**src/rtl/pwm_pkg.sv**
```systemverilog
// Shared constants and types for the PWM driver.
// Counter widths, period limit and duty type.
package pwm_pkg;

  localparam int CNT_W = 8;
  localparam int PRE_W = 16;
  localparam int DT_W  = 8;

  localparam logic [CNT_W-1:0] CNT_MAX = 8'd254;

  typedef logic [7:0] duty_t;

  function automatic logic cnt_at_max(
    input logic [CNT_W-1:0] c
  );
    return c == CNT_MAX;
  endfunction

endpackage

```
**src/rtl/pwm_deadtime.sv**
```systemverilog
// Dead-time inserter for a complementary PWM pair.
// Ports: clk, rst, enable, raw in; pwm_hi, pwm_lo out.
module pwm_deadtime
  import pwm_pkg::*;
#(
  parameter int DEAD = 2
) (
  input  logic clk,
  input  logic rst,
  input  logic enable,
  input  logic raw,
  output logic pwm_hi,
  output logic pwm_lo
);

  localparam logic [DT_W-1:0] DEAD_V = DT_W'(DEAD);

  logic            raw_q, raw_d;
  logic [DT_W-1:0] dt_q, dt_d;
  logic            hi_q, hi_d;
  logic            lo_q, lo_d;

  always_comb begin
    raw_d = 1'b0;
    dt_d  = DEAD_V;
    hi_d  = 1'b0;
    lo_d  = 1'b0;
    if (enable) begin
      raw_d = raw;
      if (raw != raw_q) begin
        dt_d = DEAD_V;
      end else if (dt_q != '0) begin
        dt_d = dt_q - DT_W'(1);
      end else begin
        dt_d = '0;
      end
      // Both sides derive from one bit, so they
      // can never be high together.
      hi_d = (dt_d == '0) & raw_d;
      lo_d = (dt_d == '0) & ~raw_d;
    end
  end

  always_ff @(posedge clk) begin
    if (rst) begin
      raw_q <= 1'b0;
      dt_q  <= DEAD_V;
      hi_q  <= 1'b0;
      lo_q  <= 1'b0;
    end else begin
      raw_q <= raw_d;
      dt_q  <= dt_d;
      hi_q  <= hi_d;
      lo_q  <= lo_d;
    end
  end

  assign pwm_hi = hi_q;
  assign pwm_lo = lo_q;

endmodule

```
**src/rtl/pwm_driver.sv**
```systemverilog
// Double-buffered complementary PWM driver.
// Ports: clk, rst, enable, duty, duty_valid in;
// pwm_hi, pwm_lo, period_tick, duty_active out.
module pwm_driver
  import pwm_pkg::*;
#(
  parameter int PRESCALE = 4,
  parameter int DEAD     = 2
) (
  input  logic       clk,
  input  logic       rst,
  input  logic       enable,
  input  logic [7:0] duty,
  input  logic       duty_valid,
  output logic       pwm_hi,
  output logic       pwm_lo,
  output logic       period_tick,
  output logic [7:0] duty_active
);

  localparam logic [PRE_W-1:0] PRE_MAX =
    PRE_W'(PRESCALE - 1);

  logic             en_q, en_d;
  logic [PRE_W-1:0] pre_cnt_q, pre_cnt_d;
  logic [CNT_W-1:0] cnt_q, cnt_d;
  duty_t            pending_q, pending_d;
  logic             pend_flag_q, pend_flag_d;
  duty_t            active_q, active_d;
  logic             pt_q, pt_d;

  logic start;
  logic run;
  logic tick;
  logic wrap;
  logic boundary;
  logic raw;

  // The first enabled cycle is a boundary but
  // holds the counters at 0; counting begins
  // the cycle after.
  assign start    = enable & ~en_q;
  assign run      = enable & en_q;
  assign tick     = (pre_cnt_q == PRE_MAX);
  assign wrap     = run & tick & cnt_at_max(cnt_q);
  assign boundary = start | wrap;
  assign raw      = run & (cnt_q < active_q);

  always_comb begin
    en_d      = enable;
    pre_cnt_d = '0;
    cnt_d     = '0;
    if (run) begin
      if (tick) begin
        pre_cnt_d = '0;
        if (cnt_at_max(cnt_q)) begin
          cnt_d = '0;
        end else begin
          cnt_d = cnt_q + CNT_W'(1);
        end
      end else begin
        pre_cnt_d = pre_cnt_q + PRE_W'(1);
        cnt_d     = cnt_q;
      end
    end
  end

  always_comb begin
    pending_d   = pending_q;
    pend_flag_d = pend_flag_q;
    active_d    = active_q;
    pt_d        = boundary;
    if (boundary) begin
      // A write landing on the boundary bypasses
      // the pending buffer.
      if (duty_valid) begin
        active_d    = duty;
        pending_d   = duty;
        pend_flag_d = 1'b0;
      end else if (pend_flag_q) begin
        active_d    = pending_q;
        pend_flag_d = 1'b0;
      end
    end else if (duty_valid) begin
      pending_d   = duty;
      pend_flag_d = 1'b1;
    end
  end

  always_ff @(posedge clk) begin
    if (rst) begin
      en_q        <= 1'b0;
      pre_cnt_q   <= '0;
      cnt_q       <= '0;
      pending_q   <= '0;
      pend_flag_q <= 1'b0;
      active_q    <= '0;
      pt_q        <= 1'b0;
    end else begin
      en_q        <= en_d;
      pre_cnt_q   <= pre_cnt_d;
      cnt_q       <= cnt_d;
      pending_q   <= pending_d;
      pend_flag_q <= pend_flag_d;
      active_q    <= active_d;
      pt_q        <= pt_d;
    end
  end

  pwm_deadtime #(
    .DEAD(DEAD)
  ) u_dt (
    .clk   (clk),
    .rst   (rst),
    .enable(run),
    .raw   (raw),
    .pwm_hi(pwm_hi),
    .pwm_lo(pwm_lo)
  );

  assign period_tick = pt_q;
  assign duty_active = active_q;

endmodule
```
**config.mk**
```make
export PLATFORM = sky130hd
export DESIGN_NAME = pwm_driver
export DESIGN_NICKNAME = d
export VERILOG_FILES = /design/src/rtl/pwm_pkg.sv /design/src/rtl/pwm_deadtime.sv /design/src/rtl/pwm_driver.sv
export SDC_FILE = /design/constraint.sdc
export NUM_CORES = 1
export LEC_CHECK = 0
export BUFFER_PORTS_ARGS = -buffer_cell sky130_fd_sc_hd__buf_4
export CORE_UTILIZATION = 40
export DETAILED_ROUTE_END_ITERATION = 16
export PLACE_DENSITY = 0.66
export SYNTH_ARGS = -nofsm -noshare
export SYNTH_HDL_FRONTEND = slang
export SYNTH_SLANG_ARGS = --single-unit
```
**constraint.sdc**
```tcl
create_clock -name clk -period 5.6 [get_ports clk]
set_input_delay 1.12 -clock clk [delete_from_list [all_inputs] [get_ports clk]]
set_output_delay 1.12 -clock clk [all_outputs]
set_load 0.02 [all_outputs]
```
### Yosys cells after proc, flatten, opt, wreduce, memory -nomap -nowiden

Index checks and enable logic that the tools add are counted.

* bits in registers: 54
* ROM bits: 0
* memories: 0
* latch bits: 0
* bits in writable memories: 0
* output and inout port bits: 11
* logic and storage cells: 42
* input port bits: 12

* $add $sub $neg: 3
* div/mod/pow operators: 0
* equality and inequality tests: 3
* shifts and indexed selects: 0
* order comparisons: 1
* reductions and logical operators: 7
* muxes and demuxes: 6
* multiply operators: 0
* bitwise operators: 11

Operators by type and width (number)
* two-way mux 8 bit: 6
* adder 16 x 1 -> 16 bit (second input constant): 1
* equality test 16 x 2 -> 1 bit (second input constant): 1
* adder 8 x 1 -> 8 bit (second input constant): 1
* equality test 8 bit (second input constant): 1
* zero test 8 bit: 1
* less-than comparator 8 bit: 1
* nonzero test 8 bit: 1
* subtractor 8 x 1 -> 8 bit (second input constant): 1
* bitwise AND 1 bit: 7
* OR reduction 2 bit: 2
* NOT 1 bit: 3
* OR reduction 3 bit: 1
* AND reduction 2 bit: 1
* nonzero test 2 bit: 1
* inequality test 1 bit: 1
* bitwise OR 1 bit: 1

### Logic depth before layout (Yosys ltp)

Gate-level depths: netlist of the first run.

* depth after elaboration: 7
* mapped depth: 8
* gate-level depth less buffers: 7

### Hierarchy

Synthesis of the first run repeated with hierarchy kept, for this count alone.

* cell total of the unflattened synthesis: 277
* area, all modules: 2597.5 um^2

By module, submodules not included
* pwm_driver: sequential area each 860.8 um^2, instances 1, cells each 213, area each 2008.2 um^2
* pwm_deadtime: sequential area each 220.2 um^2, instances 1, cells each 64, area each 589.3 um^2

### Worst setup path after synthesis of the first run

OpenSTA, ideal clock, no wires.

* kind: input to register
* start: in enable
* end: reg u_dt.dt_q[1]
* buffers on the path: 0
* cell stages on the path: 4
* library setup time: 127 ps
* arrival: 2198 ps
* required time: 5473 ps
* slack: 3275 ps
* cells stage by stage: nand2_1 a2111oi_0 a21oi_1 or3_1

* cells in the longest elaborated chain, start to end: 5
* elaborated cells on any way between the ends: 7
* those cells by class: eq/ne: 1; mux: 2; bitwise: 3; reduce/logical: 1

RTL lines
* from (decl): line pwm_driver.sv:12 `input logic enable,`
* bitwise AND 1 bit (*): line pwm_driver.sv:43 `assign run = enable & en_q;`
* bitwise AND 1 bit: line pwm_driver.sv:47 `assign raw = run & (cnt_q < active_q);`
* inequality test 1 bit: line pwm_deadtime.sv:30 `if (raw != raw_q) begin`
* two-way mux 8 bit: line pwm_deadtime.sv:30
* two-way mux 8 bit: line pwm_deadtime.sv:28 `if (enable) begin`
* to (signal assigned): line pwm_deadtime.sv:52 `dt_q <= dt_d;`
* to (decl): line pwm_deadtime.sv:19 `logic [DT_W-1:0] dt_q, dt_d;`

Every way passes the cells marked *; elsewhere a longest branch is shown, timed or not. The select of a mux whose other input is x is not followed.
A chain may end at the register's enable or synchronous reset.

### Worst setup path after layout of the first run

* start: reg cnt_q[4]
* end: reg u_dt.dt_q[1]

* cells in the longest elaborated chain, start to end: 5

RTL lines
* from (decl): line pwm_driver.sv:26 `logic [CNT_W-1:0] cnt_q, cnt_d;`
* from (signal assigned): line pwm_driver.sv:102 `cnt_q <= cnt_d;`
* less-than comparator 8 bit: line pwm_driver.sv:47
* bitwise AND 1 bit: line pwm_driver.sv:47
* inequality test 1 bit: line pwm_deadtime.sv:30
* two-way mux 8 bit: line pwm_deadtime.sv:30
* two-way mux 8 bit: line pwm_deadtime.sv:28

Every way passes these cells. The select of a mux whose other input is x is not followed.

==> flow_metrics.py, run 1 <==
metrics = {
    "global_route": {
        "grt_pass1_wl_um": 9211,
        "gr-usage-all-layers_pct": 16.31,
        "antenna_found_initial": 0,
        "grt_start_max_net_pins": 21,
        "vias_in_the_first_global_route": 1974,
        "grt_remaining_overflow": 0,
    },
    "setup_path": {
        "timing.critical_path.to_type": "flip-flop",
        "timing.critical_path.arrival_ns": 2.56,
        "worst_setup_path_start_kind": "flip-flop",
        "r2r.worst_path.cells": 5,
        "crit_path_max_fanout": 8,
        "crit_type": "reg -> reg",
        "worst_ep_required_time_ns": 5.81,
    },
    "clock_tree": {
        "post_cts_resized": 0,
        "cts_hold_repair.buffers": 0,
        "cts_root_buffer": "sky130_fd_sc_hd__clkbuf_8",
        "cts_buffers": 5,
        "clock_tree_from_tritoncts": "done",
        "clk_pin_slew_ns": 0.10,
        "clock_path_buffers": 2,
        "post_cts.repair.setup_buffers": 0,
        "h_tree_levels": 2,
        "clock_insertion_delay_worst_skew_ns": 0.32,
        "cts_num_sinks": 54,
    },
    "cells_and_area": {
        "final_design_area_no_fill_um2": 3012,
        "finalCoreUtilization_pct": 46.89,
        "nNetsFinal": 335,
        "final_cells": 389,
        "syn_to_final_growth_pct": 11.85,
        "post_route_cells_drive_above_1_share_pct": 14.74,
        "antennaDiodeCount": 0,
    },
    "sta": {
        "finalClockSkew_ns": 0.01311,
        "tightest_pin_transition_ns": 0.9379,
        "finalHoldViolCount": 0,
        "rsz0062_at_grt": "no",
        "max_freq_ghz": 0.4263,
        "finalWorstPathRequiredPeriod_ns": 2.345,
        "timing.max_slew.rel_slack_pct": 37.48,
        "timing.final.max_slew_violations": 0,
        "timing.final.ws_setup_ns": 3.255,
        "setup-violations-final": 0,
        "timing.final.crit_share_pct": 41.88,
        "post_route_setup_tns_ns": 0,
    },
    "floorplan": {
        "die_w_um": 84.05,
        "initial_util_pct": 41.92,
        "floorplan.die_area_um2": 7064,
        "floorplan.die.height_um": 84.05,
        "placeableCoreArea_um2": 6422,
        "num_rows": 29,
        "ioPinCount": 23,
    },
    "power": {
        "total_leakage_power_nw": 1.140,
        "cellPowerDensity_nw_per_um2": 229.1,
        "vdd.ir_drop.worst_v": 0.0001629,
    },
    "synth": {
        "ys_seq_area_share_pct": 40.15,
        "synth_top_area_share_pct": 40.15,
        "synth_area_leaders": "sky130_fd_sc_hd__dfxtp_1, sky130_fd_sc_hd__ha_1, sky130_fd_sc_hd__nor2_1",
        "synth_fp_nets": 317,
        "synth-edff-count": 0,
        "yosys_warnings": 0,
        "syn-cell-area_um2": 2693,
        "synth.lib_cells_used.distinct": 47,
        "ys_ff_latch": 54,
        "synthesis.instances": 293,
        "syn_area_per_cell_um2": 9.190,
        "yosys.area.top_type": "sky130_fd_sc_hd__dfxtp_1",
        "postSynth.asyncResetShare_pct": 0,
        "synth_flop_cell": "sky130_fd_sc_hd__dfxtp_1",
    },
    "placement": {
        "placement.cell_area_um2": 2913,
        "dp_worst_setup_slack_ns": 2.933,
        "gp_congestion": 0.8841,
        "placed_cells_incl_taps": 381,
        "placement.io_buffers": 22,
        "hpwlAfterDp_um": 3810,
    },
    "routing": {
        "drtPass1Iterations": 4,
        "num_vias": 2083,
        "finalWirelength_um": 5222,
        "drt.antenna.violating_nets": 0,
        "remaining_drc_errors": 0,
        "initialDrtViolationCount": 59,
        "drt-vias-per-instance": 5.355,
        "detail_route.wl_per_cell_um": 13.42,
    },
    "hold_path": {
        "whs_path_depth": 1,
        "hold_path.class": "reg -> reg",
    },
    "status": {
        "run_status": "complete, no violations",
    },
    "flow_run": {
        "timing.max_cap.violations": 0,
    },
}
## per-stage QoR
stage | power (mW) | hold WS (ns)
finish | 0.6898 | 0.4446
global route | 0.7229 | 0.4673
detailed placement | 0.4649 | 0.4334
global placement | 0.4636 | 0.4246
floorplan | 0.4453 | 0.4129
CTS | 0.7016 | 0.4472
## placed cells by master, fill, tap and decap left out, types with 2 or more instances in the layout
master,n
sky130_fd_sc_hd__buf_4,22
sky130_fd_sc_hd__o21ai_0,12
sky130_fd_sc_hd__ha_1,12
sky130_fd_sc_hd__and2_1,3
sky130_fd_sc_hd__clkbuf_8,6
sky130_fd_sc_hd__xor2_1,8
sky130_fd_sc_hd__a21oi_1,17
sky130_fd_sc_hd__nand2_1,13
sky130_fd_sc_hd__inv_1,14
sky130_fd_sc_hd__nor2_1,39
sky130_fd_sc_hd__mux2i_1,10
sky130_fd_sc_hd__nor4_1,10
sky130_fd_sc_hd__nand4_1,5
sky130_fd_sc_hd__and4_1,3
sky130_fd_sc_hd__and3_1,7
sky130_fd_sc_hd__nor4b_1,2
sky130_fd_sc_hd__xnor2_1,6
sky130_fd_sc_hd__mux2_4,8
sky130_fd_sc_hd__nand3_1,7
sky130_fd_sc_hd__or2_1,2
sky130_fd_sc_hd__dfxtp_1,54
sky130_fd_sc_hd__or3_1,8
sky130_fd_sc_hd__nor2b_1,5
sky130_fd_sc_hd__a31oi_1,3
sky130_fd_sc_hd__nor4_4,3
sky130_fd_sc_hd__nor3_1,10
## area by class of cell
cell class | count | area, um2
clock buffers | 6 | 82.58
clock inverters | 2 | 16.27
multi-input cells | 214 | 1518
repair buffers | 22 | 165.2
flip-flops and latches | 54 | 1081
fillers | 625 | 3411
well taps | 77 | 96.34
inverters | 14 | 52.55
## synthesized netlist by cell type, types with 3 or more instances
| master | count |
|---|---|
| sky130_fd_sc_hd__a21oi_1 | 17 |
| sky130_fd_sc_hd__a31oi_1 | 3 |
| sky130_fd_sc_hd__and2_1 | 3 |
| sky130_fd_sc_hd__and3_1 | 7 |
| sky130_fd_sc_hd__and4_1 | 3 |
| sky130_fd_sc_hd__clkbuf_1 | 10 |
| sky130_fd_sc_hd__dfxtp_1 | 54 |
| sky130_fd_sc_hd__ha_1 | 12 |
| sky130_fd_sc_hd__inv_1 | 14 |
| sky130_fd_sc_hd__mux2_4 | 8 |
| sky130_fd_sc_hd__mux2i_1 | 10 |
| sky130_fd_sc_hd__nand2_1 | 13 |
| sky130_fd_sc_hd__nand3_1 | 7 |
| sky130_fd_sc_hd__nand4_1 | 5 |
| sky130_fd_sc_hd__nor2_1 | 39 |
| sky130_fd_sc_hd__nor2b_1 | 5 |
| sky130_fd_sc_hd__nor3_1 | 10 |
| sky130_fd_sc_hd__nor4_1 | 10 |
| sky130_fd_sc_hd__nor4_4 | 3 |
| sky130_fd_sc_hd__o21ai_0 | 12 |
| sky130_fd_sc_hd__or3_1 | 8 |
| sky130_fd_sc_hd__xnor2_1 | 6 |
| sky130_fd_sc_hd__xor2_1 | 8 |
## state kept, by name, summed over array words and instances, names as in the netlist
name and cells:
u_dt.pwm_hi 1, en_q 1, pend_flag_q 1, u_dt.dt_q 8, pre_cnt_q 16, cnt_q 8, period_tick 1, u_dt.raw_q 1
pending_q 8, duty_active 8, u_dt.pwm_lo 1
## cell families (layout without fill, tap and decap cells)
group / count (synthesis) / after routing / share of synthesized area, %
simple gates: 127 / 127 / 27.70
fa+ha+maj: 12 / 12 / 5.576
compound gates: 42 / 42 / 9.945
buf+inv: 25 / 44 / 3.485
mux: 19 / 19 / 8.597
xor+xnor: 14 / 14 / 4.554
flops: 54 / 54 / 40.15
## where the power goes
part           total, mW  leakage (nW)  internal, mW  switching [mW]
clock              0.234        0.0478         0.102           0.132
sequential         0.396         0.438         0.392         0.00430
combinational     0.0594         0.654        0.0277          0.0317
total              0.690          1.14         0.522           0.168
## routing by layer
metal	global-route usage, %	up-vias	wire, um
li1	-	1081	-
met1	20.20	955	2562
met2	27.20	39	2402
met3	3.363	8	172
met4	7.367	0	85
met5	0	-	0
## worst paths after layout
kind / end / startpoint / slack [ns]
worst max register to register: u_dt.dt_q[1]$_SDFF_PP1_ / cnt_q[4]$_SDFFE_PP0N_ / 3.25
worst max-delay path: u_dt.dt_q[1]$_SDFF_PP1_ / cnt_q[4]$_SDFFE_PP0N_ / 3.25
worst min-delay path: pre_cnt_q[0]$_SDFF_PP0_ / pre_cnt_q[0]$_SDFF_PP0_ / 0.44
worst min register to register: pre_cnt_q[0]$_SDFF_PP0_ / pre_cnt_q[0]$_SDFF_PP0_ / 0.44
## critical path: stages (launching register included)
cell                        delay (ns)
sky130_fd_sc_hd__dfxtp_1          0.47
sky130_fd_sc_hd__ha_1             0.28
sky130_fd_sc_hd__and4_1           0.25
sky130_fd_sc_hd__a2111oi_0        0.58
sky130_fd_sc_hd__a21oi_1          0.28
sky130_fd_sc_hd__or3_1            0.39
Power figures use the tool's default switching activity.
==> run 2, diff against run 1 <==
==> constraint.sdc (replaced) <==
create_clock -name clk -period 2.2 [get_ports clk]
set_input_delay 0.44 -clock clk [delete_from_list [all_inputs] [get_ports clk]]
set_output_delay 0.44 -clock clk [all_outputs]
set_load 0.02 [all_outputs]
==> run 2 against run 1 <==
Largest cell class unchanged; clock skew down 0.0069 ns; sequential share of layout area down 0.97 points; via count up 2.6%; cell count up 2.3%; routed wire length up 3.3%; die area unchanged.
==> flow_metrics.py, run 2 (synthesis results as in run 1) <==
metrics = {
    "floorplan": {
        "floorplan.die_area_um2": 7064,
        "placeableCoreArea_um2": 6422,
        "die_w_um": 84.05,
        "initial_util_pct": 41.92,
        "num_rows": 29,
        "floorplan.die.height_um": 84.05,
        "ioPinCount": 23,
    },
    "sta": {
        "finalClockSkew_ns": 0.006202,
        "max_freq_ghz": 0.4811,
        "timing.max_slew.rel_slack_pct": 72.45,
        "rsz0062_at_grt": "yes",
        "finalHoldViolCount": 0,
        "fin_worst_hold_slack_ns": 0.3538,
        "timing.final.max_slew_violations": 0,
        "timing.final.ws_setup_ns": 0.1214,
        "timing.final.crit_share_pct": 94.48,
        "tightest_pin_transition_ns": 0.4095,
        "finalWorstPathRequiredPeriod_ns": 2.079,
        "setup-violations-final": 0,
    },
    "placement": {
        "placement.io_buffers": 22,
        "gp_congestion": 0.8071,
        "placement.cell_area_um2": 2982,
        "dp_worst_setup_slack_ns": 0.06034,
        "hpwlAfterDp_um": 3983,
    },
    "cells_and_area": {
        "final_design_area_no_fill_um2": 3095,
        "layout.cells.most_common": "sky130_fd_sc_hd__dfxtp_1",
        "regMostFlops": "pre_cnt_q",
        "syn_to_final_growth_pct": 14.96,
        "finalCoreUtilization_pct": 48.20,
        "antennaDiodeCount": 0,
        "post_route_cells_drive_above_1_share_pct": 17.13,
        "largest_register_ffs": 16,
        "nNetsFinal": 344,
        "layout.cells.most_common_list": "sky130_fd_sc_hd__dfxtp_1, sky130_fd_sc_hd__nor2_1, sky130_fd_sc_hd__buf_4",
    },
    "routing": {
        "num_vias": 2137,
        "initialDrtViolationCount": 90,
        "finalWirelength_um": 5393,
        "remaining_drc_errors": 0,
        "drt-vias-per-instance": 5.369,
        "detail_route.wl_per_cell_um": 13.55,
        "drt.antenna.violating_nets": 0,
        "drtPass1Iterations": 4,
    },
    "setup_path": {
        "crit_type": "reg -> reg",
        "crit_path_max_fanout": 6,
        "worst_path_largest_cell_delay_ns": 0.35,
        "worst_ep_required_time_ns": 2.39,
        "crit_path_top_delay_cell": "sky130_fd_sc_hd__dfxtp_1",
        "crit_chain": "inv_1 > ha_1 > nand3_1 > a21boi_1 > a2111o_1 > nor3_1 > buf_4 > or3_1",
        "worst_setup_path_start_kind": "flip-flop",
        "timing.critical_path.to_type": "flip-flop",
        "timing.critical_path.arrival_ns": 2.27,
    },
    "global_route": {
        "vias_in_the_first_global_route": 2054,
        "grt.met2_usage_pct": 27.20,
        "groute.layer.met3.usage_pct": 3.858,
        "grt_busiest_layer": "met2",
        "grt_remaining_overflow": 0,
        "grt_start_max_net_pins": 21,
        "grt_pass1_wl_um": 9570,
        "antenna_found_initial": 0,
        "grt_use_met1_pct": 21.74,
        "gr-usage-all-layers_pct": 16.72,
    },
    "clock_tree": {
        "clk_pin_slew_ns": 0.09,
        "cts_num_sinks": 54,
        "clock_path_buffers": 2,
        "cts_buffers": 5,
        "post_cts.repair.setup_buffers": 0,
        "h_tree_levels": 2,
        "clock_tree_from_tritoncts": "done",
        "clock_insertion_delay_worst_skew_ns": 0.30,
        "cts_root_buffer": "sky130_fd_sc_hd__clkbuf_8",
    },
    "flow_run": {
        "timing.max_cap.violations": 0,
    },
    "status": {
        "run_status": "complete, no violations",
    },
    "hold_path": {
        "hold_path.class": "in -> reg",
    },
    "power": {
        "cellPowerDensity_nw_per_um2": 587.3,
        "total_power_mw": 1.818,
        "total_leakage_power_nw": 1.192,
        "vdd.ir_drop.worst_v": 0.0003205,
    },
}
==> run 2: cell types whose count changed in the layout (fill, tap and decap cells not counted) <==
cell	before	now
sky130_fd_sc_hd__a2111oi_0	1	0
sky130_fd_sc_hd__a2111oi_2	0	1
sky130_fd_sc_hd__a21boi_0	1	0
sky130_fd_sc_hd__a21boi_1	0	1
sky130_fd_sc_hd__buf_4	22	31
sky130_fd_sc_hd__bufinv_16	0	1
sky130_fd_sc_hd__clkbuf_1	0	2
sky130_fd_sc_hd__clkbuf_8	6	5
sky130_fd_sc_hd__clkinvlp_4	1	0
sky130_fd_sc_hd__inv_6	1	0
sky130_fd_sc_hd__nor2_1	39	38
sky130_fd_sc_hd__nor2_2	0	1
==> run 2: through the flow <==
step | instances | TNS [ns]
after floorplan | 293 | 0
after detailed placement | 390 | 0
after global routing | 398 | -0.004720
after global placement | 390 | 0
final | 398 | 0
after CTS | 398 | 0
==> run 2: final cells by class <==
cell class,instances,area [um2]
clock buffers,7,76.32
well taps,77,96.34
inverters,14,52.55
clock inverters,1,30.03
multi-input cells,214,1526
flip-flops and latches,54,1081
repair buffers,31,232.7
fillers,622,3327
==> run 2: final timing paths <==
path                                                   from                        to  slack [ns]  cells after the start
worst max register to register  duty_active[6]$_SDFFE_PP0P_   u_dt.dt_q[1]$_SDFF_PP1_        0.12                      8
worst min register to register      pre_cnt_q[0]$_SDFF_PP0_   pre_cnt_q[0]$_SDFF_PP0_        0.45                      1
worst max-delay path            duty_active[6]$_SDFFE_PP0P_   u_dt.dt_q[1]$_SDFF_PP1_        0.12                      8
worst min-delay path                                 enable  pend_flag_q$_SDFFE_PP0P_        0.35                      2
==> run 2: metal layers <==
metal  routed length, um  vias to the layer above
li1                    -                     1096
met1                2571                      992
met2                2503                       41
met3                 245                        8
met4                  72                        0
met5                   0                        -
==> run 2: timing repair <==
item                                    4_1_cts  5_1_grt
endpoints found under the setup margin        0        7
endpoints found under the hold margin         0        0
hold buffers                                  0        0
resized for setup                             0        3
==> run 2: worst max-delay path, delay by kind of cell, from the launching register on <==
family / cells / cell delay, ns
AND/OR/NAND/NOR: 3 / 0.52
flip-flops: 1 / 0.35
AO/OA/AOI/OAI: 2 / 0.56
buffers and inverters: 2 / 0.22
adder cells (fa/ha/maj): 1 / 0.31
==> run 2: power by group <==
part           switching (mW)  internal, mW  leakage (nW)
sequential             0.0105         0.997         0.438
combinational          0.0835        0.0735         0.702
clock                   0.312         0.341        0.0524
